===== src/rtl/spec_squash_buf_pkg.sv =====
// Shared defaults and slot layout for the speculative squash buffer.
package spec_pkg;

  localparam int unsigned DEF_DATA_W = 8;
  localparam int unsigned DEF_DEPTH  = 4;
  localparam int unsigned DEF_ID_W   = 5;

  // Slot layout at the default widths; spec_entry re-declares it with its own parameters.
  typedef struct packed {
    logic [DEF_DATA_W-1:0] data;
    logic [DEF_ID_W-1:0]   id;
    logic                  valid;
    logic                  committed;
  } entry_t;

endpackage


===== src/rtl/spec_squash_buf_entry.sv =====
// One buffer slot: payload storage plus the squash and commit ID compares.
module spec_entry
  import spec_pkg::*;
#(
  parameter int unsigned DATA_W = DEF_DATA_W,
  parameter int unsigned ID_W   = DEF_ID_W
) (
  input  logic              clk,
  input  logic              rst,
  input  logic              wr,
  input  logic [DATA_W-1:0] wr_data,
  input  logic [ID_W-1:0]   wr_id,
  input  logic              deq,
  input  logic              miss_valid,
  input  logic [ID_W-1:0]   miss_id,
  input  logic              commit_valid,
  input  logic [ID_W-1:0]   commit_id,
  output logic [DATA_W-1:0] data,
  output logic              valid,
  output logic              committed,
  output logic              squash_c
);

  typedef struct packed {
    logic [DATA_W-1:0] data;
    logic [ID_W-1:0]   id;
    logic              valid;
    logic              committed;
  } slot_t;

  slot_t slot;
  logic  commit_hit;

  assign squash_c   = miss_valid && slot.valid && (slot.id >= miss_id);
  assign commit_hit = commit_valid && slot.valid && (slot.id <= commit_id);

  assign data      = slot.data;
  assign valid     = slot.valid;
  assign committed = slot.committed;

  // A write lands in the first free slot, so it beats a squash of the same slot; squash beats dequeue and commit.
  always_ff @(posedge clk) begin
    if (rst) begin
      slot <= '0;
    end else if (wr) begin
      slot <= '{data: wr_data, id: wr_id, valid: 1'b1, committed: 1'b0};
    end else if (squash_c || deq) begin
      slot <= '0;
    end else if (commit_hit) begin
      slot.committed <= 1'b1;
    end
  end

endmodule


===== src/rtl/spec_squash_buf.sv =====
// Circular buffer of speculative payloads; entries leave only once committed and vanish on misspeculation.
module spec_squash_buf
  import spec_pkg::*;
#(
  parameter int unsigned DATA_W = DEF_DATA_W,
  parameter int unsigned DEPTH  = DEF_DEPTH,
  parameter int unsigned ID_W   = DEF_ID_W
) (
  input  logic                     clk,
  input  logic                     rst,
  input  logic                     in_valid,
  input  logic [DATA_W-1:0]        in_data,
  input  logic [ID_W-1:0]          in_id,
  output logic                     in_ready,
  input  logic                     miss_valid,
  input  logic [ID_W-1:0]          miss_id,
  input  logic                     commit_valid,
  input  logic [ID_W-1:0]          commit_id,
  output logic                     out_valid,
  output logic [DATA_W-1:0]        out_data,
  input  logic                     out_ready,
  output logic [$clog2(DEPTH):0]   count,
  output logic                     err_order
);

  localparam int unsigned AW = $clog2(DEPTH);
  localparam int unsigned CW = AW + 1;

  logic [AW-1:0]     head;
  logic [AW-1:0]     tail;
  logic [ID_W-1:0]   last_id;

  logic [DATA_W-1:0] e_data [DEPTH];
  logic [DEPTH-1:0]  e_valid;
  logic [DEPTH-1:0]  e_committed;
  logic [DEPTH-1:0]  e_squash;
  logic [DEPTH-1:0]  e_wr;
  logic [DEPTH-1:0]  e_deq;

  logic [CW-1:0]     survivors;
  logic [ID_W-1:0]   miss_floor;
  logic [ID_W-1:0]   eff_last;
  logic [AW-1:0]     wr_ptr;
  logic              deq_fire;
  logic              enq_req;
  logic              enq_squashed;
  logic              order_bad;
  logic              enq_fire;
  logic              order_err;

  for (genvar i = 0; i < int'(DEPTH); i++) begin : g_slot
    spec_entry #(
      .DATA_W (DATA_W),
      .ID_W   (ID_W)
    ) u_entry (
      .clk          (clk),
      .rst          (rst),
      .wr           (e_wr[i]),
      .wr_data      (in_data),
      .wr_id        (in_id),
      .deq          (e_deq[i]),
      .miss_valid   (miss_valid),
      .miss_id      (miss_id),
      .commit_valid (commit_valid),
      .commit_id    (commit_id),
      .data         (e_data[i]),
      .valid        (e_valid[i]),
      .committed    (e_committed[i]),
      .squash_c     (e_squash[i])
    );
  end

  assign in_ready  = (count < CW'(DEPTH));
  assign out_valid = e_valid[head] && e_committed[head];
  assign out_data  = out_valid ? e_data[head] : '0;

  // Entries that outlive this cycle's squash; IDs rise from head to tail so the squashed set is a tail suffix.
  always_comb begin
    survivors = '0;
    for (int i = 0; i < int'(DEPTH); i++) begin
      if (e_valid[i] && !e_squash[i]) survivors = survivors + CW'(1);
    end
  end

  // A misspeculation rewinds the order tracker to just below miss_id so replayed IDs are legal again.
  always_comb begin
    miss_floor = (miss_id == '0) ? '0 : miss_id - ID_W'(1);
    eff_last   = last_id;
    if (miss_valid && (miss_floor < last_id)) eff_last = miss_floor;
  end

  // Enqueue/dequeue qualification and one-hot slot strobes.
  always_comb begin
    deq_fire     = out_valid && out_ready && !e_squash[head];
    enq_req      = in_valid && in_ready;
    enq_squashed = miss_valid && (in_id >= miss_id);
    order_bad    = (in_id < eff_last);
    enq_fire     = enq_req && !enq_squashed && !order_bad;
    order_err    = enq_req && !enq_squashed && order_bad;
    wr_ptr       = miss_valid ? (head + AW'(survivors)) : tail;
    e_wr         = enq_fire ? (DEPTH'(1) << wr_ptr) : '0;
    e_deq        = deq_fire ? (DEPTH'(1) << head) : '0;
  end

  // Pointer, occupancy and order-tracking state.
  always_ff @(posedge clk) begin
    if (rst) begin
      head      <= '0;
      tail      <= '0;
      count     <= '0;
      err_order <= 1'b0;
      last_id   <= '0;
    end else begin
      head      <= head + AW'(deq_fire);
      tail      <= wr_ptr + AW'(enq_fire);
      count     <= survivors - CW'(deq_fire) + CW'(enq_fire);
      err_order <= err_order | order_err;
      last_id   <= enq_fire ? in_id : eff_last;
    end
  end

endmodule


===== config.mk =====
export PLATFORM = sky130hd
export DESIGN_NAME = spec_squash_buf
export DESIGN_NICKNAME = d
export VERILOG_FILES = /design/src/rtl/spec_squash_buf_pkg.sv /design/src/rtl/spec_squash_buf_entry.sv /design/src/rtl/spec_squash_buf.sv
export SDC_FILE = /design/constraint.sdc
export NUM_CORES = 1
export LEC_CHECK = 0
export ABC_AREA = 0
export CAP_MARGIN = 20
export CORE_MARGIN = 3
export CORE_UTILIZATION = 50
export CTS_BUF_LIST = sky130_fd_sc_hd__clkbuf_4 sky130_fd_sc_hd__clkbuf_8
export DETAILED_ROUTE_END_ITERATION = 16
export PLACE_DENSITY = 0.68
export SLEW_MARGIN = 20
export SYNTH_ARGS = -nofsm -noshare
export SYNTH_HDL_FRONTEND = slang
export SYNTH_SLANG_ARGS = --single-unit
export TNS_END_PERCENT = 10

===== constraint.sdc =====
create_clock -name clk -period 7.9 [get_ports clk]
set_input_delay 1.58 -clock clk [delete_from_list [all_inputs] [get_ports clk]]
set_output_delay 1.58 -clock clk [all_outputs]
set_load 0.02 [all_outputs]

==> flow_summary_export.csv, run 1 <==
group,metric,value,unit
outcome,status,"finished, final reports clean",
timing,timing.slew.headroom,44.4,%
clock_tree,ctsRootBufferMaster,"clkbuf_8",
pwr,p_leak,0.00224,µW
route,drtIter0Drc,189,
clock_tree,clk_pin_slew,0.08,ns
critical_path,path_delay_family,"adder cells",
cells_and_area,fin_area,0.00544,mm²
yosys,synthXorXnorAreaFrac,1.67,%
min_path,min_path_type,"reg -> reg",
route,drc,0,
die,pin_count,43,
yosys,synth_top_family_by_area,"compound AO/OA/AOI/OAI gates",
clock_tree,htree_levels,3,
timing,drv_slew,0,
clock_tree,cts_buffer_depth,2,
critical_path,r2r_cells,20,
timing,min_period,6.83,ns
timing,final-setup-viol-count,0,
clock_tree,cts_made_buffers,9,
die,row_count,34,
critical_path,regToRegStartpoint,"g_slot[0].u_entry.slot[2]",
yosys,synth_mux_area_share,5.38,%
yosys,synth_seq_cells,73,
route,wire_per_inst,18.7,µm
cells_and_area,syn2layout_area_growth,15.2,%
yosys,synth.cell_area,0.00472,mm²
cells_and_area,drive_gt1_share,9.44,%
yosys,synthCells,505,
placement,port_buffers,42,
yosys,post_synth.cell_area_avg,9.35,µm²
placement,placed_area,0.00524,mm²
die,start_util,52.8,%
yosys,synthFlopType,"dfxtp_1",
critical_path,cp.arrival,7.06,ns
global_routing,antenna_found_initial,0,
route,vias,3965,
die,coreArea,0.00893,mm²
global_routing,grt_pass1_vias,3896,
cells_and_area,antenna_cells,0,
timing,fmaxAchievable,0.146,GHz
clock_tree,postCtsResizedCells,0,
critical_path,r2r-end,"g_slot[0].u_entry.data[4]",
global_routing,grt_usage,24.4,%
critical_path,reg2reg_slack,3.17,ns
min_path,min_to,"g_slot[3].u_entry.slot[2]",
timing,period_share,86.5,%
timing,finClkSkew,0.0108,ns
placement,pre_cts_ws,0.737,ns
global_routing,grt_overflow,0,
timing,rsz0062_at_grt,"false",
critical_path,crit_top_cell,"ha_1",
pwr,pwr_density_cell,166,mW/mm²
critical_path,cp_slowest_stage_delay,0.58,ns
global_routing,grt_pass1_wl,19900,µm
clock_tree,cts_setup_buffers,0,
yosys,synth.most_common_cell,"dfxtp_1",
critical_path,path_max_fanout,9,
critical_path,slowest_stage,"clkdlybuf4s50_1",
yosys,synth-simple-area-share,18.6,%
clock_tree,tritoncts,"yes",
clock_tree,clock-sinks,73,
cells_and_area,nFillCells,762,
critical_path,cp.required,8.13,ns
die,die_y,103,µm
min_path,whs_path_depth,1,
timing,tightestPinTransition,0.829,ns
yosys,synth_fp_nets,597,
yosys,yosysSeqAreaShare,31.0,%
route,drt-vias-per-instance,6.02,
yosys,synth_compound_area_share,21.3,%
die,dieArea,0.0106,mm²
route,drt-pass1-iter-count,5,
yosys,synth_top_area_cell,"dfxtp_1",
run,drv_cap,0,
die,dieWidth,103,µm
min_path,hold_path.startpoint,"g_slot[3].u_entry.slot[2]",
placement,detailed_place_hpwl,9150,µm
critical_path,setup.worst_path.end_class,"flop",
critical_path,cp-start-kind,"input port",
pwr,max-vdd-ir-drop,0.113,mV
pwr,fin_total_pwr,901,µW
yosys,ys_top_cells_by_count,"73 x dfxtp_1, 62 x ha_1, 31 x nor2b_1",
placement,gp_congestion,0.906,
yosys,async_flop_share,0,%
critical_path,worst-setup-path-type,"in -> reg",
critical_path,critical_path_buf_inv_count,4,
global_routing,grt_max_degree,42,
yosys,yosysWarnings,0,
timing,finalSetupTns,0,ns
clock_tree,ctsHoldBuffers,0,
yosys,ys_types,62,
yosys,synth_top_area_share,31.0,%
route,ant_nets,0,
route,drt-total-wl,12300,µm
cells_and_area,final_nets,638,
timing,setup_ws,1.07,ns
critical_path,critical_path_depth,25,
yosys,synth_enable_flop_cells,0,
yosys,netlist_top_cells_area,"dfxtp_1 31%, ha_1 16%, mux4_2 4.3%",
yosys,synthAdderAreaFrac,17.3,%
timing,hold_viol_final,0,
clock_tree,clk_latency,0.35,ns
-- cell type report --
cell class	instances	area (µm²)	area share [%]
clock inverters	6	67.6	1.24
clock buffers	10	131	2.42
multi-input cells	380	3040	55.9
repair buffers	50	480	8.84
flip-flops and latches	73	1460	26.9
inverters	32	120	2.21
well taps	108	135	2.49
-- power by group --
part | leakage (µW) | switching (µW) | internal, µW
sequential | 0.000591 | 13.0 | 387
combinational | 0.00155 | 114 | 89.0
clock | 0.0000963 | 148 | 151
total | 0.00224 | 275 | 626
-- registers in the layout, summed over array words and instances, names as in the netlist --
register	flops
last_id	5
g_slot.u_entry.valid	4
tail	2
err_order	1
g_slot.u_entry.slot	20
count	3
g_slot.u_entry.committed	4
g_slot.u_entry.data	32
head	2
-- per-stage QoR --
| step | instances | util [%] | hold WS [ns] |
|---|---|---|---|
| after floorplan | 505 | - | 0.432 |
| after global placement | 643 | 58.5 | 0.448 |
| after detailed placement | 643 | 58.6 | 0.446 |
| after CTS | 659 | 60.9 | 0.470 |
| after global routing | 659 | 60.9 | 0.494 |
| final | 659 | 60.9 | 0.467 |
-- cell usage in the layout (no fill, tap or decap), types with 4 or more instances in the layout --
cell type / Yosys / final
o21ai_0: 22 / 22
nand2b_1: 18 / 18
mux4_2: 9 / 9
mux2i_1: 4 / 4
a31oi_1: 7 / 7
buf_4: 2 / 8
or3_1: 4 / 4
a21oi_1: 30 / 30
inv_1: 30 / 30
dfxtp_1: 73 / 73
xnor2_1: 6 / 6
clkbuf_8: 0 / 9
o211ai_1: 9 / 9
nand3_1: 19 / 19
a22o_1: 20 / 20
nand3b_1: 9 / 9
a21o_1: 7 / 7
nor2_1: 19 / 19
nor2b_1: 31 / 31
a32o_1: 7 / 7
o2bb2ai_1: 9 / 9
o22ai_1: 4 / 4
nand2_1: 30 / 30
nor3_1: 4 / 4
clkdlybuf4s50_1: 0 / 42
ha_1: 62 / 62
-- routing by layer --
metal	up-vias	track usage [%]	share of wire [%]
met2	104	40.1	47
met3	20	3.32	3.9
met5	-	0	0
li1	1933	-	-
met4	0	8.07	1.9
met1	1908	33.2	47
-- worst max-delay path by stage --
stage | from | to | slack [ns]
after detailed placement | miss_id[0] | count[2] | 0.74
after global routing | miss_id[0] | count[2] | 0.62
after floorplan | miss_id[1] | count[2] | 1.81
final | miss_id[0] | count[2] | 1.07
after global placement | miss_id[0] | count[2] | 1.02
after CTS | miss_id[0] | count[2] | 1.11
-- logic make-up after synthesis --
family | after synthesis
AO/OA/AOI/OAI | 138
AND/OR/NAND/NOR | 154
flip-flops | 73
multiplexers | 14
adder cells (fa/ha/maj) | 65
buffers and inverters | 52
XOR/XNOR | 9
Note: power is estimated with default switching activity, not from simulation.
==> inputs of run 2 (changes only) <==
--- a/config.mk
+++ b/config.mk
@@ -11,7 +11,7 @@
 export CORE_UTILIZATION = 50
 export CTS_BUF_LIST = sky130_fd_sc_hd__clkbuf_4 sky130_fd_sc_hd__clkbuf_8
 export DETAILED_ROUTE_END_ITERATION = 16
-export PLACE_DENSITY = 0.68
+export PLACE_DENSITY_LB_ADDON = 0.3
 export SLEW_MARGIN = 20
 export SYNTH_ARGS = -nofsm -noshare
 export SYNTH_HDL_FRONTEND = slang
==> run 2 against run 1 <==
Core utilization fell by 0.41 points. Sequential power barely moved. Register-to-register slack improved by 0.02 ns. Largest cell class unchanged. Maximum frequency fell by 1.1%. Highest routed layer unchanged. Via count fell by 0.43%. Sequential cell count did not move.
==> flow_summary_export.csv, run 2 (synthesis gave the netlist of run 1 again) <==
group,metric,value,unit
outcome,status,"finished, final reports clean",
pwr,swShare,32.2,%
timing,finalHoldWorstSlack,0.474,ns
cells_and_area,largest_reg_flops,32,
placement,gp_congestion,0.885,
timing,final-setup-viol-count,0,
global_routing,grt_pass1_vias,4025,
global_routing,grt_usage,23.3,%
global_routing,grt_max_degree,42,
die,dieWidth,103,µm
clock_tree,htree_levels,3,
global_routing,grt_pass1_wl,19300,µm
timing,finClkSkew,0.0166,ns
timing,period_share,87.4,%
cells_and_area,antenna_cells,0,
route,ant_nets,0,
route,wire_per_inst,18.0,µm
die,start_util,52.8,%
timing,drv_slew,0,
route,drt-vias-per-instance,6.01,
timing,setup_ws,0.995,ns
pwr,p_seq_share,45.5,%
pwr,p_comb_share,22.7,%
critical_path,setup.worst_path.end_class,"flop",
die,pin_count,43,
route,drt-pass1-iter-count,4,
timing,rsz0062_at_grt,"false",
timing,min_period,6.91,ns
timing,hold_viol_final,0,
cells_and_area,fin_util,60.4,%
placement,detailed_place_hpwl,8720,µm
critical_path,r2r_cells,20,
clock_tree,clock-sinks,73,
clock_tree,clk_pin_slew,0.09,ns
die,coreArea,0.00893,mm²
die,die_y,103,µm
clock_tree,clk_latency,0.35,ns
pwr,p_leak,0.00222,µW
pwr,p_sw,283,µW
min_path,whs_path_depth,1,
clock_tree,cts_made_buffers,9,
clock_tree,ctsRootBufferMaster,"clkbuf_8",
critical_path,reg2reg_slack,3.19,ns
clock_tree,ctsHoldBuffers,0,
placement,port_buffers,42,
min_path,hold_path.startpoint,"g_slot[2].u_entry.slot[2]",
cells_and_area,layout_common_cells,"73 x dfxtp_1, 62 x ha_1, 42 x clkdlybuf4s50_1",
critical_path,slowest_stage,"clkdlybuf4s50_1",
timing,finalSetupTns,0,ns
min_path,min_to,"g_slot[2].u_entry.slot[2]",
pwr,p_int,595,µW
timing,tightestPinTransition,0.933,ns
cells_and_area,syn2layout_area_growth,14.4,%
pwr,clockPowerShare,31.8,%
clock_tree,cts_setup_buffers,0,
pwr,fin_total_pwr,879,µW
placement,pre_cts_ws,0.663,ns
route,drc,0,
critical_path,cp_slowest_stage_delay,0.59,ns
cells_and_area,drive_gt1_share,8.93,%
clock_tree,postCtsResizedCells,0,
critical_path,cp-start-kind,"input port",
run,drv_cap,0,
clock_tree,tritoncts,"yes",
timing,timing.slew.headroom,37.7,%
pwr,max-vdd-ir-drop,0.0799,mV
clock_tree,cts_buffer_depth,2,
critical_path,crit_chain,"clkdlybuf4s50_1 > inv_1 > ha_1 > nor4b_1 > nor2_1 > ha_1 > o211ai_1 > nand2_1 > o21ai_0 > maj3_1 > nand2_1 > mux2i_1 > ha_1 > a21o_1 > a21o_1 > a21oi_1 > a21o_2 > ha_1 > inv_1 > ha_1 > fa_1 > xnor2_1 > xnor2_1 > nor2_1",
die,dieArea,0.0106,mm²
global_routing,grt_overflow,0,
critical_path,r2r-end,"g_slot[3].u_entry.slot[2]",
critical_path,path_max_fanout,9,
global_routing,antenna_found_initial,0,
critical_path,cp.arrival,7.14,ns
timing,fmaxAchievable,0.145,GHz
pwr,pwr_density_cell,163,mW/mm²
critical_path,regToRegStartpoint,"g_slot[1].u_entry.slot[2]",
min_path,min_path_type,"reg -> reg",
die,row_count,34,
cells_and_area,final_common_cell,"dfxtp_1",
route,vias,3948,
route,drtIter0Drc,199,
critical_path,worst-setup-path-type,"in -> reg",
critical_path,crit_top_cell,"ha_1",
critical_path,cp.required,8.13,ns
cells_and_area,final_nets,636,
route,drt-total-wl,11800,µm
## run 2: area by class of cell
class                      count  area [µm²]
fill                         773        3530
multi-input combinational    380        3030
sequential                    73        1460
timing repair buffer          48         465
tap                          108         135
clock buffer                   9         124
inverter                      32         120
clock inverter                 7        61.3
## run 2: stage by stage
step,cell area (µm²),instances
4_1_cts,5400,657
2_1_floorplan,4720,505
6_report,5400,657
5_1_grt,5400,657
3_5_place_dp,5220,641
3_3_place_gp,5220,641
## run 2: worst max-delay path: cells and delay by family
kind,cells,cell delay (ns)
and+or+nand+nor,5,0.91
AOI/OAI and AO/OA,6,1.32
muxes,1,0.28
xor gates and xnor gates,2,0.33
buffers and inverters,3,0.80
adders and majority gates,7,1.92
## run 2: routing by layer
layer | global-route usage, % | wire, µm
met4 | 9.86 | 275
met5 | 0 | 0
met2 | 39.1 | 5730
met1 | 29.7 | 5290
met3 | 3.59 | 557
## run 2: worst max path at each step
stage               start       end  cells past startpoint
2_1_floorplan  miss_id[1]  count[2]                     24
4_1_cts        miss_id[0]  count[2]                     24
6_report       miss_id[0]  count[2]                     24
3_5_place_dp   miss_id[0]  count[2]                     24
3_3_place_gp   miss_id[0]  count[2]                     25
5_1_grt        miss_id[0]  count[2]                     24
## run 2: power by group through the flow
stage	logic, µW	clock network [µW]	registers [µW]
2_1_floorplan	134	0	406
3_3_place_gp	191	0	408
3_5_place_dp	196	0	409
4_1_cts	198	284	400
5_1_grt	222	301	402
6_report	199	279	400
==> inputs of run 3 (changes only) <==
--- a/config.mk
+++ b/config.mk
@@ -11,7 +11,7 @@
 export CORE_UTILIZATION = 50
 export CTS_BUF_LIST = sky130_fd_sc_hd__clkbuf_4 sky130_fd_sc_hd__clkbuf_8
 export DETAILED_ROUTE_END_ITERATION = 16
-export PLACE_DENSITY_LB_ADDON = 0.3
+export PLACE_DENSITY = 0.8
 export SLEW_MARGIN = 20
 export SYNTH_ARGS = -nofsm -noshare
 export SYNTH_HDL_FRONTEND = slang
==> run 3 against run 2 <==
Sequential share of layout area is the same. Global-route usage grew 1.3 points. Combinational power is essentially flat. Maximum frequency grew 0.25%. Design area is the same. Critical path type unchanged. Largest power group unchanged.
==> flow_summary_export.csv, run 3 (synthesis gave the netlist of run 1 again) <==
group,metric,value,unit
route,drt-vias-per-instance,6.15,
cells_and_area,antenna_cells,0,
cells_and_area,nFillCells,776,
cells_and_area,syn2layout_area_growth,14.4,%
timing,hold_viol_final,0,
critical_path,cp.arrival,7.13,ns
cells_and_area,fin_util,60.4,%
route,drc,0,
timing,min_period,6.89,ns
clock_tree,clk_pin_slew,0.09,ns
pwr,pwr_density_cell,164,mW/mm²
clock_tree,ctsRootBufferMaster,"clkbuf_8",
die,dieWidth,103,µm
clock_tree,cts_setup_buffers,0,
placement,detailed_place_hpwl,9170,µm
critical_path,worst-setup-path-type,"in -> reg",
placement,gp_congestion,0.914,
run,drv_cap,0,
clock_tree,clk_latency,0.37,ns
min_path,min_path_type,"reg -> reg",
timing,finalSetupTns,0,ns
die,dieArea,0.0106,mm²
route,drt-pass1-iter-count,4,
timing,drv_slew,0,
die,coreArea,0.00893,mm²
clock_tree,postCtsResizedCells,0,
outcome,status,"finished, final reports clean",
critical_path,path_max_fanout,9,
global_routing,antenna_found_initial,0,
global_routing,grt_max_degree,42,
critical_path,regToRegStartpoint,"g_slot[1].u_entry.slot[2]",
timing,rsz0062_at_grt,"false",
cells_and_area,final_common_cell,"dfxtp_1",
route,vias,4041,
timing,finClkSkew,0.0187,ns
cells_and_area,layout_common_cells,"73 x dfxtp_1, 62 x ha_1, 42 x clkdlybuf4s50_1",
timing,period_share,87.2,%
critical_path,cp-start-kind,"input port",
global_routing,grt_pass1_vias,4086,
global_routing,grt_overflow,0,
clock_tree,htree_levels,3,
pwr,fin_total_pwr,884,µW
placement,port_buffers,42,
die,die_y,103,µm
timing,final-setup-viol-count,0,
min_path,hold_path.startpoint,"g_slot[2].u_entry.slot[2]",
cells_and_area,drive_gt1_share,8.93,%
clock_tree,clock-sinks,73,
die,pin_count,43,
cells_and_area,final_nets,636,
route,drtIter0Drc,238,
route,ant_nets,0,
die,row_count,34,
clock_tree,ctsHoldBuffers,0,
clock_tree,cts_made_buffers,9,
critical_path,setup.worst_path.end_class,"flop",
critical_path,crit_start,"miss_id[0]",
pwr,p_leak,0.00222,µW
die,start_util,52.8,%
global_routing,grt_usage,24.6,%
timing,tightestPinTransition,0.919,ns
route,wire_per_inst,18.7,µm
clock_tree,cts_buffer_depth,2,
global_routing,grt_pass1_wl,20100,µm
timing,fmaxAchievable,0.145,GHz
timing,timing.slew.headroom,38.6,%
pwr,max-vdd-ir-drop,0.129,mV
critical_path,cp.required,8.14,ns
route,drt-total-wl,12300,µm
cells_and_area,largest_reg_flops,32,
clock_tree,tritoncts,"yes",
-- run 3: layer usage --
layer	track usage [%]	routed length [µm]	vias to the layer above
met1	31.7	5280	1969
met2	42.0	6140	119
met5	0	0	-
met3	3.79	667	19
li1	-	-	1934
met4	8.47	197	0
-- run 3: final cells by class --
class | count | area, µm² | area share (%)
multi-input cells | 380 | 3030 | 56.2
repair buffers | 48 | 465 | 8.62
flip-flops and latches | 73 | 1460 | 27.1
clock inverters | 7 | 61.3 | 1.14
inverters | 32 | 120 | 2.22
clock buffers | 9 | 124 | 2.29
well taps | 108 | 135 | 2.50
-- run 3: report_power, final --
group	switching [µW]	leakage [µW]	total, µW	internal (µW)
clock network	164	0.0000888	284	120
registers	13.8	0.000591	401	387
logic	113	0.00154	200	87.5
-- run 3: final timing paths --
check,endpoint,slack [ns],depth (start not counted)
max reg2reg,g_slot[3].u_entry.slot[3],3.04,20
max,count[2],1.01,25
min reg2reg,g_slot[2].u_entry.slot[2],0.48,1
min,g_slot[2].u_entry.slot[2],0.48,1
-- run 3: per-stage QoR --
step | cells | hold WS, ns | setup slack (ns) | cell area, µm²
2_1_floorplan | 505 | 0.432 | 1.81 | 4720
3_3_place_gp | 641 | 0.449 | 0.997 | 5220
3_5_place_dp | 641 | 0.455 | 0.706 | 5220
4_1_cts | 657 | 0.477 | 1.06 | 5400
5_1_grt | 657 | 0.500 | 0.554 | 5400
6_report | 657 | 0.476 | 1.01 | 5400
-- run 3: critical path: stages --
cell,delay (ns)
clkdlybuf4s50_1,0.60
inv_1,0.17
ha_1,0.21
inv_1,0.07
o311ai_0,0.33
o21ai_0,0.21
ha_1,0.31
o211ai_1,0.14
nand2_1,0.10
o21ai_0,0.10
maj3_1,0.35
nand2_1,0.16
mux2i_1,0.28
ha_1,0.29
a21o_1,0.16
a21o_1,0.17
a21oi_1,0.41
a21o_2,0.30
ha_1,0.15
inv_1,0.04
ha_1,0.20
fa_1,0.40
xnor2_1,0.21
xnor2_1,0.14
nor2_1,0.05
